**src/rtl/seg_disp_pkg.sv**
```systemverilog
// Shared constants and helpers for the seg_disp_scan 7-segment scanner.
package seg_disp_pkg;

    localparam int SEG_W = 8;

    // Standard a..g encoding, bit0 = a ... bit6 = g.
    localparam logic [6:0] HEX2SEG [16] = '{
        7'h3F, 7'h06, 7'h5B, 7'h4F, 7'h66, 7'h6D, 7'h7D, 7'h07,
        7'h7F, 7'h6F, 7'h77, 7'h7C, 7'h39, 7'h5E, 7'h79, 7'h71
    };

    function automatic logic [6:0] hex2seg(input logic [3:0] nib);
        return HEX2SEG[nib];
    endfunction

    function automatic logic [SEG_W-1:0] seg_pol(input logic [SEG_W-1:0] v, input logic active_low);
        return active_low ? ~v : v;
    endfunction

endpackage

```
**src/rtl/seg_disp_scan_hex_decode.sv**
```systemverilog
// Combinational nibble to 7-segment (g..a) decoder.
module seg_hex_decode
    import seg_disp_pkg::*;
(
    input  logic [3:0] nibble_i,
    output logic [6:0] seg_o
);

    assign seg_o = hex2seg(nibble_i);

endmodule

```
**src/rtl/seg_disp_scan.sv**
```systemverilog
// Multiplexed N-digit 7-segment scanner with frame shadowing, 16-level PWM and dead time.
// Optional blinking is built when SEG_DISP_BLINK_EN is defined.
module seg_disp_scan
    import seg_disp_pkg::*;
#(
    parameter int DIGITS         = 4,
    parameter int SCAN_DIV       = 16384,
    parameter int AN_ACTIVE_LOW  = 1,
    parameter int SEG_ACTIVE_LOW = 1,
    parameter int BLINK_FRAMES   = 64
) (
    input  logic                  clk,
    input  logic                  rst_n,
    input  logic [DIGITS-1:0]     en_i,
    input  logic                  mode_i,
    input  logic [4*DIGITS-1:0]   data_text_i,
    input  logic [8*DIGITS-1:0]   data_graphic_i,
    input  logic [DIGITS-1:0]     dot_i,
    input  logic [3:0]            bright_i,
`ifdef SEG_DISP_BLINK_EN
    input  logic [DIGITS-1:0]     blink_i,
`endif
    output logic [SEG_W-1:0]      segment_o,
    output logic [DIGITS-1:0]     anode_o,
    output logic                  frame_start_o
);

    localparam int   STEP    = SCAN_DIV / 16;
    localparam int   SUB_W   = (STEP > 1) ? $clog2(STEP) : 1;
    localparam int   IDX_W   = (DIGITS > 1) ? $clog2(DIGITS) : 1;
    localparam logic AN_LOW  = (AN_ACTIVE_LOW != 0);
    localparam logic SEG_LOW = (SEG_ACTIVE_LOW != 0);

    // slot_cnt is kept split as lvl*STEP + sub so the brightness level needs no divider.
    logic [SUB_W-1:0] sub_q, sub_d;
    logic [3:0]       lvl_q, lvl_d;
    logic [IDX_W-1:0] idx_q, idx_d;
    logic             init_q;
    logic             slot_end, frame_wrap, load, slot_zero, blanked, lit;

    logic [DIGITS-1:0]   en_s_q, dot_s_q;
    logic                mode_s_q;
    logic [4*DIGITS-1:0] text_s_q;
    logic [8*DIGITS-1:0] gfx_s_q;
    logic [3:0]          bright_s_q;

    logic [SEG_W-1:0]  segment_q, segment_d, seg_raw;
    logic [DIGITS-1:0] anode_q, anode_d, onehot;
    logic              frame_start_q, frame_start_d;
    logic [6:0]        dec_seg;

    logic [3:0] nib_arr [DIGITS];
    logic [7:0] gfx_arr [DIGITS];

    for (genvar gi = 0; gi < DIGITS; gi++) begin : g_digit
        assign nib_arr[gi] = text_s_q[gi*4 +: 4];
        assign gfx_arr[gi] = gfx_s_q[gi*8 +: 8];
        assign onehot[gi]  = (idx_q == IDX_W'(gi));
    end

    seg_hex_decode u_dec (
        .nibble_i (nib_arr[idx_q]),
        .seg_o    (dec_seg)
    );

    assign slot_end   = (lvl_q == 4'd15) && (sub_q == SUB_W'(STEP - 1));
    assign frame_wrap = slot_end && (idx_q == IDX_W'(DIGITS - 1));
    assign load       = init_q || frame_wrap;
    assign slot_zero  = (lvl_q == 4'd0) && (sub_q == '0);

    always_comb begin
        sub_d = sub_q + 1'b1;
        lvl_d = lvl_q;
        idx_d = idx_q;
        if (sub_q == SUB_W'(STEP - 1)) begin
            sub_d = '0;
            lvl_d = lvl_q + 1'b1;
        end
        if (slot_end) begin
            idx_d = (idx_q == IDX_W'(DIGITS - 1)) ? '0 : idx_q + 1'b1;
        end
    end

`ifdef SEG_DISP_BLINK_EN
    localparam int FC_W = (BLINK_FRAMES > 1) ? $clog2(BLINK_FRAMES) : 1;
    logic [FC_W-1:0]   frame_cnt_q, frame_cnt_d;
    logic              phase_q, phase_d;
    logic [DIGITS-1:0] blink_s_q;

    always_comb begin
        frame_cnt_d = frame_cnt_q;
        phase_d     = phase_q;
        if (frame_wrap) begin
            if (frame_cnt_q == FC_W'(BLINK_FRAMES - 1)) begin
                frame_cnt_d = '0;
                phase_d     = ~phase_q;
            end else begin
                frame_cnt_d = frame_cnt_q + 1'b1;
            end
        end
    end

    always_ff @(posedge clk or negedge rst_n) begin
        if (!rst_n) begin
            frame_cnt_q <= '0;
            phase_q     <= 1'b0;
            blink_s_q   <= '0;
        end else begin
            frame_cnt_q <= frame_cnt_d;
            phase_q     <= phase_d;
            if (load) blink_s_q <= blink_i;
        end
    end

    assign blanked = phase_q && blink_s_q[idx_q];
`else
    // BLINK_FRAMES stays on the interface so both builds share one parameter list.
    assign blanked = (BLINK_FRAMES < 0);
`endif

    always_comb begin
        lit           = en_s_q[idx_q] && !slot_zero && (lvl_q <= bright_s_q) && !blanked;
        seg_raw       = mode_s_q ? gfx_arr[idx_q] : {dot_s_q[idx_q], dec_seg};
        anode_d       = lit ? (onehot ^ {DIGITS{AN_LOW}}) : {DIGITS{AN_LOW}};
        segment_d     = seg_pol(lit ? seg_raw : '0, SEG_LOW);
        frame_start_d = load;
    end

    always_ff @(posedge clk or negedge rst_n) begin
        if (!rst_n) begin
            sub_q         <= '0;
            lvl_q         <= '0;
            idx_q         <= '0;
            init_q        <= 1'b1;
            en_s_q        <= '0;
            dot_s_q       <= '0;
            mode_s_q      <= 1'b0;
            text_s_q      <= '0;
            gfx_s_q       <= '0;
            bright_s_q    <= '0;
            anode_q       <= {DIGITS{AN_LOW}};
            segment_q     <= {SEG_W{SEG_LOW}};
            frame_start_q <= 1'b0;
        end else begin
            sub_q         <= sub_d;
            lvl_q         <= lvl_d;
            idx_q         <= idx_d;
            init_q        <= 1'b0;
            anode_q       <= anode_d;
            segment_q     <= segment_d;
            frame_start_q <= frame_start_d;
            if (load) begin
                en_s_q     <= en_i;
                dot_s_q    <= dot_i;
                mode_s_q   <= mode_i;
                text_s_q   <= data_text_i;
                gfx_s_q    <= data_graphic_i;
                bright_s_q <= bright_i;
            end
        end
    end

    assign segment_o     = segment_q;
    assign anode_o       = anode_q;
    assign frame_start_o = frame_start_q;

endmodule
```
**config.mk**
```make
export PLATFORM = sky130hd
export DESIGN_NAME = seg_disp_scan
export DESIGN_NICKNAME = d
export VERILOG_FILES = /design/src/rtl/seg_disp_pkg.sv /design/src/rtl/seg_disp_scan_hex_decode.sv /design/src/rtl/seg_disp_scan.sv
export SDC_FILE = /design/constraint.sdc
export NUM_CORES = 1
export LEC_CHECK = 0
export BUFFER_PORTS_ARGS = -buffer_cell sky130_fd_sc_hd__buf_2
export CAP_MARGIN = 15
export CORE_UTILIZATION = 50
export CTS_CLUSTER_SIZE = 8
export DETAILED_ROUTE_END_ITERATION = 16
export GPL_TIMING_DRIVEN = 1
export PLACE_DENSITY = 0.76
export SYNTH_ARGS = -nofsm -noshare
export SYNTH_HDL_FRONTEND = slang
export SYNTH_SLANG_ARGS = --single-unit
```
**constraint.sdc**
```tcl
create_clock -name clk -period 2 [get_ports clk]
set_clock_uncertainty 0.05 [all_clocks]
set_input_delay 0.2 -clock clk [delete_from_list [all_inputs] [get_ports clk]]
set_output_delay 0.2 -clock clk [all_outputs]
set_load 0.02 [all_outputs]
```
Word level (Yosys, flattened, before mapping)
Memory sizes are Yosys's and may differ from the RTL's.
Cells that the tools add are included.
{ "word_totals": {"elab_cells": 57, "regBits": 91, "romBits": 112, "input_bits": 63, "mem_count": 1} }
{ "memory_table": {"columns": ["memory", "words", "width", "read_ports", "rd_clocked_by_memory_dff", "write_ports", "line_no", "source"], "rows": [
  ["(no name shown)", 16, 7, 1, 0, 0, "seg_disp_pkg.sv:13", "return HEX2SEG[nib];"]
]} }
{ "op_classes": {"reduce_logical": 10, "mux": 17, "eq_ne": 5, "bitwise_logic": 4, "n_addsub": 3, "order_cmp": 4} }
{ "ops": {"columns": ["op", "n"], "rows": [
  ["8-bit 2-to-1 mux", 4],
  ["8-bit binary-select mux with 2-bit select", 1],
  ["7-bit 2-to-1 mux", 2],
  ["4-bit 2-to-1 mux", 3],
  ["10-bit by 1-bit adder with 10-bit output (second input constant)", 1],
  ["10-bit equality test (second input constant)", 1],
  ["10-bit logical NOT", 1],
  ["10-bit 2-to-1 mux", 1],
  ["4-bit binary-select mux with 2-bit select", 1],
  ["8-bit NOT", 1],
  ["5-bit >= comparator (second input constant)", 1],
  ["1-bit logical AND", 5],
  ["4-bit NOT with 5-bit output", 1],
  ["4-bit by 1-bit adder with 4-bit output (second input constant)", 1],
  ["1-bit binary-select mux with 2-bit select", 2],
  ["2-bit equality test (second input constant)", 2],
  ["4-bit equality test (second input constant)", 1],
  ["4-bit <= comparator", 1],
  ["4-bit logical NOT", 1],
  ["4-bit NOT", 1],
  ["3-bit >= comparator (second input constant)", 1],
  ["2-bit by 3-bit < comparator with 1-bit output (second input constant)", 1],
  ["2-bit NOT with 3-bit output", 1],
  ["2-bit by 1-bit adder with 2-bit output (second input constant)", 1],
  ["6 further kinds", 7]
]} }

Longest topological paths before layout
{ "logic_depth": {"ltp_word": 11, "mapped_depth": 9} }

Modules after synthesis
From an unflattened synthesis, not the netlist that was laid out.
{ "hier_totals": {"hier_cells": 312, "area_unflattened_um2": 4652.0} }
{ "modules_own_cells": {"columns": ["module", "area_per_inst_um2", "cells_per_inst", "instances"], "rows": [
  ["seg_disp_scan", 4361.7, 279, 1],
  ["seg_hex_decode", 290.3, 33, 1]
]} }

Worst setup path after synthesis
No wires, ideal clock.
{ "synth_timing": {"path_kind": "reg-to-reg", "start": "register idx_q[0]", "end": "register segment_q[0], in the netlist segment_o[0]", "t_required_ns": 1.861, "t_arrival_ns": 2.028, "synth_period_minus_slack_ns": 2.167, "stages_incl_launch_ff": 9, "path_slack_ns": -0.167, "cell_sequence": "dfrtp_1 buf_6 mux4_2 ha_1 clkbuf_1 mux2i_1 o32ai_1 o41ai_1 nand2_1"} }
{ "synth_via": {"elab_chain_cells": 11} }
{ "synth_rtl": {"columns": ["item", "line_no", "source"], "rows": [
  ["from (decl)", "seg_disp_scan.sv:37", "logic [IDX_W-1:0] idx_q, idx_d;"],
  ["from (signal assigned)", "seg_disp_scan.sv:147", "idx_q <= idx_d;"],
  ["2-bit NOT with 3-bit output (not written as such)", "seg_disp_scan.sv:62, seg_disp_scan.sv:123", null],
  ["4-bit binary-select mux with 2-bit select", "seg_disp_scan.sv:62", ".nibble_i (nib_arr[idx_q]),"],
  ["4-bit 2-to-1 mux (not written as such) (2 in series)", "seg_disp_scan.sv:62", null],
  ["4-bit NOT with 5-bit output (not written as such)", "seg_disp_pkg.sv:13", null],
  ["memory read 16 x 7 bit", null, null],
  ["7-bit 2-to-1 mux (not written as such) (2 in series)", "seg_disp_pkg.sv:13", null],
  ["8-bit 2-to-1 mux", "seg_disp_scan.sv:123", "seg_raw = mode_s_q ? gfx_arr[idx_q] : {dot_s_q[idx_q], dec_seg};"],
  ["8-bit 2-to-1 mux *", "seg_disp_scan.sv:125", "segment_d = seg_pol(lit ? seg_raw : '0, SEG_LOW);"],
  ["8-bit NOT *", "seg_disp_pkg.sv:17", "return active_low ? ~v : v;"],
  ["named net segment_d[0]", "seg_disp_scan.sv:47", "logic [SEG_W-1:0] segment_q, segment_d, seg_raw;"],
  ["to (signal assigned)", "seg_disp_scan.sv:142", "segment_q <= {SEG_W{SEG_LOW}};"],
  ["to (signal assigned)", "seg_disp_scan.sv:150", "segment_q <= segment_d;"],
  ["to (decl)", "seg_disp_scan.sv:47", null]
]} }
Mark *: on every way through the listed nets, which the timed path passes. The rest lies on a longest branch. The select of a mux whose other input is x is not followed.
A chain may end at the register's enable or synchronous reset.

Final worst setup path
{ "layout_timing": {"start": "register idx_q[0]", "end": "register segment_q[3], in the netlist segment_o[3]"} }
The elaborated chain is that of the path after synthesis.

==> metrics.md <==
| Metric | Value |
|---|---|
| Final ANT Viol Nets | 0 |
| FF-to-FF path depth | 7 |
| Least-Margin Pin Slew | 0.640 ns |
| Hold_ws | -0.00683 ns |
| Initial antenna violation count | 0 |
| Total nets after synthesis | 406 |
| Largest net degree at the start of global routing | 44 |
| Post-synth EDFFs | 0 |
| Crit Reg-Reg Startpoint | idx_q[0] |
| I/O pins | 76 |
| Final setup fails | 20 |
| Primary FF master, synth | dfrtp_1 |
| Worst-path clk slew | 0.09 ns |
| # DRC | 0 |
| Commonest cells in the synthesized netlist | 78 x dfrtp_1, 43 x mux2_1, 23 x nand2_1, 18 x ha_1, 17 x mux2_2 |
| Hold path startpoint | data_graphic_i[21] |
| FP Rows | 33 |
| Routability-driven placement congestion ratio | 0.913 |
| Post-Synthesis Cells | 325 |
| Power per cell area | 711 mW/mm2 |
| Synth Area in XOR/XNOR | 0.0201 |
| Period minus WS final | 2.06 ns |
| CP required | 2.23 ns |
| Fmax achieved | 0.485 GHz |
| Port Buf Inserts | 75 |
| CTS Buf Count | 9 |
| R2r setup slk | -0.06 ns |
| Vias | 3119 |
| RR Endpoint | segment_o[3] |
| First-pass GRT wire length | 14800 um |
| CP max FO | 5 |
| Largest family of logic cells by synthesized area | multiplexers |
| TNS Setup | -0.339 ns |
| Synth Area in Compound Gates | 0.0494 |
| Top cell type's share of synthesized area | 0.448 |
| Hold path depth | 2 |
| Final worst slack | -0.0601 ns |
| Max Transition Viols Final | 0 |
| Initial DRC count | 156 |
| Initial core utilization | 0.523 |
| Post-synthesis simple-gate area fraction | 0.0640 |
| Clk sink count | 91 |
| Failing checks | negative hold slack, negative setup slack |
| Top Layer Used | met4 |
| Synthesis-to-finish area growth | 33.8% |
| Startpoint Class | register |
| Data arrival, critical path | 2.29 ns |
| FFs w/ async S/R, synth | 1.00 |
| Max-slew headroom | 0.573 |
| Flops & latches, synth | 91 |
| Multi-input gate area | 0.00218 mm2 |
| Seq/Total Area, Yosys | 0.526 |
| Final Instance Area | 0.00583 mm2 |
| Slowest CP cell | mux4_2 |
| Vias in the first global route | 3030 |
| Area of placed instances | 0.00500 mm2 |
| Leakage | 2.70 nW |
| Clk Latency, worst-skew pair | 0.36 ns |
| Root buffer cell | clkbuf_8 |
| Overall routed net length | 10400 um |
| Core area | 0.00834 mm2 |
| Hpwl dp | 6270 um |
| Die width | 95.4 um |
| Hold endpoint | gfx_s_q[21] |
| Fin. Hold Viols | 1 |
| Peak VDD IR | 525 uV |
| DIE AREA | 0.00910 mm2 |
| CTS H-tree depth | 3 |
| Fin crit share | 1.03 |
| Final nets | 530 |
| CP peak stage delay | 0.61 ns |
| Vias per cell | 5.58 |
| CTS tree | done |
| Crit path buf inv count | 1 |
| First drt pass iteration count | 4 |
| Mapped cell area | 0.00436 mm2 |
| Wire per inst | 18.6 um |
| CP top delay family | multiplexers |
| Die H | 95.4 um |
| Top-count cell post-synth | dfrtp_1 |
| Crit. End Element | register |
| Inserted Diodes | 0 |
| RSZ-0062 raised after global routing | true |
| FILL cells | 549 |
| CTS Buffer Depth | 2 |
| Post-Synth Adder-Cell Area | 0.0517 |
| Routed met3 length | 551 um |
| Ys Warns | 0 |
| Area leader, netlist | dfrtp_1 |
| Mean Syn Cell Area | 13.4 um2 |
| Share of layout cells above drive strength 1 | 0.493 |
| Crit path kind | register to register |
| Gr ovfl total | 0 |
| Total GRT Usage | 0.218 |
| Met2 WL | 5060 um |
| Run status | complete, but fails checks |
| Max-cap check violation count | 0 |
| CP cell instances | mux4_2 > buf_6 > ha_4 > mux2_4 > a21oi_2 > a21o_1 > nand3_1 |
| Post-synth cell types | 44 |
| Post-synthesis mux area share | 0.246 |
| Met1 wire length | 4510 um |
| Ranking of synthesized cells by area | dfrtp_1 45%, mux2_1 11%, dfstp_2 7.8% |
| Storage cell area | 0.00229 mm2 |
| Hold Crit Class | primary input to register |
| Total power | 4.15 mW |
## cells in the final DEF (no fill, tap or decap), types with 3 or more instances in the layout
cell type | netlist | layout
xnor2_1 | 6 | 6
inv_1 | 14 | 12
buf_12 | 0 | 4
mux2i_1 | 8 | 6
a21oi_1 | 5 | 4
nand2_1 | 23 | 22
clkbuf_16 | 0 | 5
ha_4 | 0 | 3
nor3_1 | 3 | 3
mux4_1 | 2 | 3
mux4_2 | 11 | 11
nor2_1 | 10 | 10
o21ai_1 | 0 | 4
dfrtp_1 | 78 | 77
o21ai_0 | 15 | 11
buf_6 | 8 | 4
mux2_2 | 17 | 5
and2_1 | 3 | 3
clkbuf_8 | 0 | 10
dfstp_2 | 13 | 13
dlygate4sd3_1 | 0 | 9
xor2_1 | 4 | 4
nand3_1 | 8 | 8
ha_1 | 18 | 14
buf_2 | 3 | 74
mux2_4 | 1 | 43
buf_4 | 1 | 31
mux2_1 | 43 | 13
## area by class of cell
class / instances / share of cell area
clock inverter: 4 / 0.00858
sequential: 91 / 0.393
inverter: 14 / 0.00901
multi-input combinational: 204 / 0.375
clock buffer: 12 / 0.0249
tap: 105 / 0.0225
timing repair buffer: 129 / 0.167
## how the worst max path moves through the flow
stage	startpoint	end	slack [ns]	depth (start not counted)
final	idx_q[0]	segment_o[3]	-0.06	7
after global routing	sub_q[0]	mode_s_q	-0.12	7
after CTS	idx_q[0]	segment_o[5]	-0.0003	5
after detailed placement	idx_q[0]	segment_o[5]	-0.08	5
after global placement	idx_q[0]	segment_o[5]	-0.02	5
after floorplan	idx_q[0]	segment_o[0]	-0.08	8
## flip-flops by register name, summed over array words and instances, names as in the netlist
name and cells:
gfx_s_q 32, text_s_q 16, sub_q 10, segment_o 8
anode_o 4, bright_s_q 4, dot_s_q 4, en_s_q 4
lvl_q 4, idx_q 2, frame_start_o 1, init_q 1
mode_s_q 1
## logic make-up after synthesis
family          after synthesis
compound gates               34
flops                        91
other cells                   1
fa+ha+maj                    18
xor+xnor                     10
simple gates                 58
buf+inv                      31
mux                          82
## worst register-to-register path, stage by stage, from the launching register on
cell and delay [ns]:
dfrtp_2 0.43, mux4_2 0.61, buf_6 0.17, ha_4 0.15
mux2_4 0.26, a21oi_2 0.13, a21o_1 0.10, nand3_1 0.08
## per-stage QoR
stage | util | worst slack [ns] | cells
5_1_grt | 0.699 | -0.123 | 559
3_5_place_dp | 0.599 | -0.0849 | 516
2_1_floorplan | - | -0.0796 | 325
3_3_place_gp | 0.599 | -0.0214 | 516
6_report | 0.699 | -0.0601 | 559
4_1_cts | 0.640 | -0.000311 | 540
## power breakdown
group,internal (mW),switching [mW]
sequential,2.01,0.104
combinational,0.430,0.337
clock,0.611,0.655
total,3.05,1.10
## per-layer routing
metal,global-route usage,vias to the layer above
met3,0.0566,25
met5,0,-
li1,-,1405
met2,0.338,112
met4,0.0821,0
met1,0.296,1577
## timing repair
item,4_1_cts,5_1_grt
resized for setup,14,61
gates cloned,1,6
endpoints found under the setup margin,29,70
buffers inserted,1,10
pin swaps,3,8
hold buffers,6,3
hold endpoints to repair,41,3
(Power assumes the default switching activity.)
